## config.mk

```make
export PLATFORM = sky130hd
export DESIGN_NAME = branch_sequencer
export DESIGN_NICKNAME = d
export VERILOG_FILES = /design/src/rtl/branch_sequencer.sv
export SDC_FILE = /design/constraint.sdc
export NUM_CORES = 1
export LEC_CHECK = 0
export BUFFER_PORTS_ARGS = -buffer_cell sky130_fd_sc_hd__buf_2
export CAP_MARGIN = 5
export CORE_MARGIN = 8
export CORE_UTILIZATION = 35
export CTS_BUF_LIST = sky130_fd_sc_hd__clkbuf_2 sky130_fd_sc_hd__clkbuf_4 sky130_fd_sc_hd__clkbuf_8
export CTS_CLUSTER_DIAMETER = 120
export DETAILED_ROUTE_END_ITERATION = 10
export PLACE_DENSITY = 0.56
export SETUP_SLACK_MARGIN = 0.05
export SYNTH_ARGS = -nofsm -noshare
export SYNTH_HDL_FRONTEND = slang
export SYNTH_SLANG_ARGS = --single-unit
```

## constraint.sdc

```tcl
create_clock -name clk -period 5.1 [get_ports clk]
set_input_delay 0.255 -clock clk [delete_from_list [all_inputs] [get_ports clk]]
set_output_delay 0.255 -clock clk [all_outputs]
set_load 0.005 [all_outputs]
```

## src/rtl/branch_sequencer.sv

```systemverilog
// Branch-instruction control sequencer: steps T3..T6 for brzr/brnz/brpl/brmi.
// It drives the datapath strobes, owns the CON flip-flop, and keeps saturating taken/not-taken statistics.
module branch_sequencer #(
  parameter int CNT_W          = 16,
  parameter int SKIP_NOT_TAKEN = 0
) (
  input  logic             clk,
  input  logic             clr,
  input  logic             start,
  input  logic             stall,
  input  logic             con_d,
  input  logic             cnt_clr,
  output logic             gra,
  output logic             r_out,
  output logic             con_in,
  output logic             pc_out,
  output logic             y_in,
  output logic             c_out,
  output logic             alu_add,
  output logic             z_in,
  output logic             zlo_out,
  output logic             pc_in,
  output logic             busy,
  output logic             done,
  output logic             con,
  output logic [CNT_W-1:0] taken_cnt,
  output logic [CNT_W-1:0] ntaken_cnt
);

  typedef enum logic [2:0] {
    S_IDLE = 3'd0,
    S_T3   = 3'd1,
    S_T4   = 3'd2,
    S_T5   = 3'd3,
    S_T6   = 3'd4,
    S_DONE = 3'd5
  } state_t;

  state_t           r_state;
  state_t           w_next;
  logic             r_con;
  logic [CNT_W-1:0] r_taken;
  logic [CNT_W-1:0] r_ntaken;
  logic             w_retire;

  always_ff @(posedge clk or negedge clr) begin
    if (!clr) r_state <= S_IDLE;
    else      r_state <= w_next;
  end

  always_comb begin
    w_next = r_state;
    if (!stall) begin
      case (r_state)
        S_IDLE: if (start) w_next = S_T3;
        S_T3:   w_next = ((SKIP_NOT_TAKEN != 0) && !con_d) ? S_DONE : S_T4;
        S_T4:   w_next = S_T5;
        S_T5:   w_next = S_T6;
        S_T6:   w_next = S_DONE;
        S_DONE: w_next = S_IDLE;
        default: w_next = S_IDLE;
      endcase
    end
  end

  // Moore decode. pc_in is the only output that also uses the latched CON.
  always_comb begin
    gra     = 1'b0;
    r_out   = 1'b0;
    con_in  = 1'b0;
    pc_out  = 1'b0;
    y_in    = 1'b0;
    c_out   = 1'b0;
    alu_add = 1'b0;
    z_in    = 1'b0;
    zlo_out = 1'b0;
    pc_in   = 1'b0;
    busy    = 1'b1;
    done    = 1'b0;
    case (r_state)
      S_IDLE: busy = 1'b0;
      S_T3: begin
        gra    = 1'b1;
        r_out  = 1'b1;
        con_in = 1'b1;
      end
      S_T4: begin
        pc_out = 1'b1;
        y_in   = 1'b1;
      end
      S_T5: begin
        c_out   = 1'b1;
        alu_add = 1'b1;
        z_in    = 1'b1;
      end
      S_T6: begin
        zlo_out = 1'b1;
        pc_in   = r_con;
      end
      S_DONE: done = 1'b1;
      default: busy = 1'b0;
    endcase
  end

  // CON is sticky between instructions. It is rewritten only when T3 actually advances.
  always_ff @(posedge clk or negedge clr) begin
    if (!clr)                              r_con <= 1'b0;
    else if (r_state == S_T3 && !stall)    r_con <= con_d;
  end

  assign w_retire = (r_state == S_DONE) && !stall;

  always_ff @(posedge clk or negedge clr) begin
    if (!clr) begin
      r_taken  <= '0;
      r_ntaken <= '0;
    end else if (cnt_clr) begin
      r_taken  <= '0;
      r_ntaken <= '0;
    end else if (w_retire) begin
      if (r_con && (r_taken != {CNT_W{1'b1}}))
        r_taken <= r_taken + CNT_W'(1);
      if (!r_con && (r_ntaken != {CNT_W{1'b1}}))
        r_ntaken <= r_ntaken + CNT_W'(1);
    end
  end

  assign con        = r_con;
  assign taken_cnt  = r_taken;
  assign ntaken_cnt = r_ntaken;

endmodule

```

==> results of run 1 <==
## final timing paths
check                           slack (ns)          start             end  cells after the start
worst max-delay path                  2.73     r_state[1]  ntaken_cnt[12]                      4
worst min-delay path                  0.08            clr   taken_cnt[10]                      1
worst max register to register        2.73     r_state[1]  ntaken_cnt[12]                      4
worst min register to register        0.52  ntaken_cnt[6]   ntaken_cnt[6]                      1
max in group asynchronous             4.49            clr   ntaken_cnt[2]                      1
min in group clk                      0.19          con_d             con                      3
## cell type report
class | count | share of cell area
Tap cell | 77 | 0.03769
Timing Repair Buffer | 50 | 0.09790
Clock inverter | 3 | 0.01664
Sequential cell | 36 | 0.3524
Multi-Input combinational cell | 185 | 0.4596
Clock buffer | 5 | 0.02692
Inverter | 6 | 0.008811
## synth_stat cells (all sizes together) (2+ instances only)
library cell / number / area, sq um
dfrtp: 36 / 900.9
a21oi: 22 / 110.1
nand2: 22 / 82.58
nor2: 17 / 63.81
or4: 12 / 90.09
nand3: 11 / 72.57
o21ai: 11 / 55.05
o31ai: 11 / 82.58
nor2b: 10 / 62.56
buf: 9 / 68.81
mux2: 9 / 101.4
nand4: 7 / 43.79
clkbuf: 6 / 22.52
inv: 6 / 22.52
and3: 5 / 31.28
nor3: 5 / 25.02
nor4: 5 / 31.28
or3: 5 / 31.28
a211oi: 3 / 22.52
and2: 3 / 18.77
nor3b: 3 / 22.52
o41ai: 3 / 26.28
a311oi: 2 / 17.52
and4: 2 / 17.52
and4bb: 2 / 25.02
ha: 2 / 25.02
o311ai: 2 / 17.52
## registers in the layout, summed over array words and instances, names as in the netlist
register / flops
taken_cnt: 16
r_state: 3
con: 1
ntaken_cnt: 16
## metal layers
metal	wire, um	global-route usage
met5	0	0
met4	41	0.03121
met3	329	0.03622
met2	2678	0.2106
met1	2523	0.1565
## kinds of logic (layout without fill, tap and decap cells)
logic type,after synthesis,after routing,share of synthesized area
buf+inv,21,64,0.05200
mux,10,10,0.05086
simple gates,115,115,0.3069
fa+ha+maj,2,2,0.01143
flops,36,36,0.4114
compound gates,58,58,0.1674
## stage by stage
| step | total power (W) | hold WS (ns) | instances | instance area [sq um] | worst slack [ns] |
|---|---|---|---|---|---|
| 2_1_floorplan | 0.0004387 | -0.04059 | 242 | 2190 | 3.273 |
| 3_3_place_gp | 0.0004804 | 0.4175 | 354 | 2445 | 2.803 |
| 3_5_place_dp | 0.0004821 | 0.4196 | 354 | 2445 | 2.741 |
| 4_1_cts | 0.0007386 | 0.1011 | 362 | 2556 | 2.732 |
| 5_1_grt | 0.0007689 | 0.1379 | 362 | 2556 | 2.583 |
| 6_report | 0.0007270 | 0.07519 | 362 | 2556 | 2.726 |
## power by group through the flow
stage | clock (W) | combinational, W | sequential [W]
2_1_floorplan | 0 | 0.000115 | 0.000324
3_3_place_gp | 0 | 0.000139 | 0.000341
3_5_place_dp | 0 | 0.000140 | 0.000342
4_1_cts | 0.000263 | 0.000140 | 0.000336
5_1_grt | 0.000276 | 0.000153 | 0.000340
6_report | 0.000255 | 0.000135 | 0.000337
==> impl_metrics.json, run 1 <==
{
  "status": "finished, final reports clean",
  "min_path_type": "primary input to async pin",
  "syn_area_per_cell_sq_um": 9.048,
  "nFillCells": 636,
  "dp_hpwl_um": 3964,
  "port_buffers": 50,
  "path_max_fanout": 13,
  "drive_gt1_frac": 0.2456,
  "area_delta_synth_final_pct": 16.74,
  "crit_slowest_cell": "and4bb_1",
  "vias": 2013,
  "p_comb_frac": 0.185,
  "die_w_um": 95.10,
  "route.detailed.drc": 0,
  "nets": 292,
  "wl_per_cell_um": 15.39,
  "crit_required_ns": 5.27,
  "seq_power_share": 0.463,
  "critical_path_buf_inv_count": 0,
  "finalCriticalPeriod_ns": 2.374,
  "clockBufferDepth": 2,
  "syn_nets": 250,
  "antenna_found_initial": 0,
  "die_area_sq_um": 9043,
  "synth_edf_count": 0,
  "ys_seq_elements": 36,
  "power_density_nw_per_um2": 284.4,
  "place_congestion": 0.7543,
  "seq_area_frac_synth": 0.4114,
  "finClkSkew_ns": 0.01065,
  "grt_setup_unrepaired": "false",
  "yosys.cell_types.count": 45,
  "regArea_sq_um": 900.9,
  "htree_levels": 2,
  "power_switching_w": 0.0002210,
  "slowest_delay_ns": 0.57,
  "power.internal_w": 0.0005060,
  "max_slew_margin": 0.4325,
  "path_cells": "and4bb_1 > nand4_1 > nor4_1 > mux2_1",
  "ys_warn_count": 0,
  "antenna_cells": 0,
  "fmax_mhz": 421.3,
  "ys_async_sr_fraction": 1.000,
  "netlist_area_sq_um": 2190,
  "dr.pass1.iters": 4,
  "worstMarginPinSlew_ns": 0.8512,
  "start_util": 0.3529,
  "drt_iter0_markers": 107,
  "clk_pin_slew_worst_paths_ns": 0.08,
  "p_leak_nw": 1.115,
  "tns_ns": 0,
  "hold_buffers": 0,
  "swShare": 0.3040,
  "cts_resized": 0,
  "multi_input_area_sq_um": 1175,
  "worstSetupPathType": "flop to flop",
  "grt_pass1_wl_um": 9232,
  "worstPathArrival_ns": 2.54,
  "crit_family": "simple AND/OR/NAND/NOR gates",
  "layout_common_cells": "buf_2, dfrtp_1, a21oi_1, nand2_1, nor2_1",
  "irDropWorstVdd_uv": 144.0,
  "period_share": 0.4654,
  "start_kind": "flop",
  "grt-ovfl-total": 0,
  "maxCapViolations": 0,
  "grt_usage": 0.1263,
  "grt_pass1_vias": 1901,
  "setup_viol": 0,
  "numCtsBuffers": 5,
  "rows": 29,
  "insertion_delay_ns": 0.29,
  "layout_commonest_cell": "buf_2",
  "clkSinkCount": 36,
  "ant_nets": 0,
  "end_kind": "flop",
  "post-route-util": 0.4120,
  "cts_setup_buffers": 0,
  "hold_viol": 0,
  "via_per_inst": 5.561,
  "clkPwrFrac": 0.351,
  "grt_max_degree": 40,
  "core_sq_um": 6205,
  "root_buffer": "clkbuf_8",
  "timing.final.max_slew_violations": 0,
  "fp.dieH_um": 95.10,
  "synth_cells": 242,
  "cts_tree": "yes",
  "wirelength_um": 5572,
  "ios": 51,
  "synthFlopType": "dfrtp_1"
}
(Power assumes the default switching activity.)
==> run 2: changes to the inputs <==
==> constraint.sdc (replaced) <==
create_clock -name clk -period 2.3 [get_ports clk]
set_input_delay 0.115 -clock clk [delete_from_list [all_inputs] [get_ports clk]]
set_output_delay 0.115 -clock clk [all_outputs]
set_load 0.005 [all_outputs]
==> impl_metrics.json, run 2 (synthesis results as in run 1) <==
{
  "status": "finished, final reports clean",
  "wl_per_cell_um": 15.14,
  "ant_nets": 0,
  "grt-ovfl-total": 0,
  "met1_usage": 0.1540,
  "drive_gt1_frac": 0.2552,
  "route.detailed.drc": 0,
  "setup_viol": 0,
  "root_buffer": "clkbuf_8",
  "holdWs_ns": 0.04129,
  "cts_tree": "yes",
  "die_area_sq_um": 9043,
  "insertion_delay_ns": 0.29,
  "met2_usage": 0.2140,
  "tns_ns": 0,
  "vias": 2005,
  "maxCapViolations": 0,
  "dp_hpwl_um": 4082,
  "wirelength_um": 5557,
  "via_per_inst": 5.463,
  "p_leak_nw": 1.135,
  "rows": 29,
  "finClkSkew_ns": 0.009053,
  "worstPathArrival_ns": 2.16,
  "die_w_um": 95.10,
  "grt_pass1_vias": 1968,
  "ios": 51,
  "dr.pass1.iters": 4,
  "numCtsBuffers": 5,
  "top_usage_layer": "met2",
  "fmax_mhz": 502.4,
  "grt_usage": 0.1272,
  "hold_viol": 0,
  "htree_levels": 2,
  "finalCriticalPeriod_ns": 1.990,
  "worstMarginPinSlew_ns": 0.8147,
  "fp.dieH_um": 95.10,
  "grt_pass1_wl_um": 9315,
  "clkSinkCount": 36,
  "area_delta_synth_final_pct": 17.54,
  "nets": 298,
  "cts_resized": 0,
  "grt_setup_unrepaired": "false",
  "place_congestion": 0.8173,
  "path_max_fanout": 16,
  "hold_buffers": 1,
  "port_buffers": 50,
  "irDropWorstVdd_uv": 341.7,
  "cts_setup_buffers": 0,
  "met3_usage": 0.03543,
  "antenna_cells": 0,
  "end_kind": "flop",
  "period_share": 0.8654,
  "start_util": 0.3529,
  "crit_required_ns": 2.47,
  "core_sq_um": 6205,
  "start_kind": "flop",
  "power_density_nw_per_um2": 589.2,
  "drt_iter0_markers": 83,
  "post_dp_cell_area_sq_um": 2482,
  "path_cells": "ha_1 > and3_1 > and4bb_2 > nor4b_2 > mux2_2",
  "crit_slowest_cell": "dfrtp_1",
  "layout_commonest_cell": "buf_2",
  "clockBufferDepth": 2,
  "slowest_delay_ns": 0.41,
  "max_slew_margin": 0.4569,
  "timing.final.max_slew_violations": 0,
  "worstSetupPathType": "flop to flop",
  "min_path_type": "primary input to flop",
  "antenna_found_initial": 0,
  "layout_common_cells": "buf_2, dfrtp_1, a21oi_1, nand2_1, nor2_1",
  "final_area_sq_um": 2574,
  "grt_max_degree": 37,
  "clk_pin_slew_worst_paths_ns": 0.07
}
==> run 2: changes by cell type in the layout (fill, tap and decap cells not counted), sizes merged <==
cell         delta
clkinvlp        -1
buf             +5
dlygate4sd3     +1
clkbuf          +1
bufinv          -1
==> run 2: layout make-up <==
type	count	area, sq um
sequential	36	900.9
timing repair buffer	56	297.8
clock buffer	6	76.32
inverter	6	22.52
clock inverter	1	5.005
fill	638	3631
tap	77	96.34
multi-input combinational	185	1175
==> run 2: final timing paths <==
path / to / depth (start not counted) / from / slack [ns]
setup / recovery: ntaken_cnt[14] / 5 / ntaken_cnt[0] / 0.31
hold / removal: con / 3 / con_d / 0.04
min in group asynchronous: taken_cnt[8] / 2 / clr / 0.45
setup reg to reg: ntaken_cnt[14] / 5 / ntaken_cnt[0] / 0.31
hold reg to reg: ntaken_cnt[6] / 1 / ntaken_cnt[6] / 0.51
max in group asynchronous: ntaken_cnt[15] / 2 / clr / 1.32
==> run 2: critical path, delay by kind of cell (launching register included) <==
family | cells | cell delay (ns)
fa+ha+maj | 1 | 0.28
simple gates | 3 | 0.83
flops | 1 | 0.41
mux | 1 | 0.36
==> run 2: per-layer routing <==
metal,vias up,share of wire
li1,998,-
met1,961,0.46
met2,41,0.48
met3,5,0.054
met4,0,0.0083
met5,-,0
==> run 2: power by group <==
part	switching, W	internal [W]	leakage [nW]	total (W)
sequential	0.0000592	0.000668	0.496	0.000727
clock	0.000228	0.000218	0.0445	0.000446
combinational	0.000195	0.000149	0.594	0.000344
total	0.000481	0.00104	1.13	0.00152
==> run 2: through the flow <==
| step | std cells | total power, W | setup slack, ns | util |
|---|---|---|---|---|
| after floorplan | 242 | 0.0009727 | 0.4732 | - |
| after global placement | 359 | 0.001084 | 0.3506 | 0.4001 |
| after detailed placement | 359 | 0.001091 | 0.3197 | 0.4001 |
| after CTS | 367 | 0.001540 | 0.3049 | 0.4148 |
| after global routing | 367 | 0.001618 | 0.1834 | 0.4148 |
| final | 367 | 0.001516 | 0.3095 | 0.4148 |
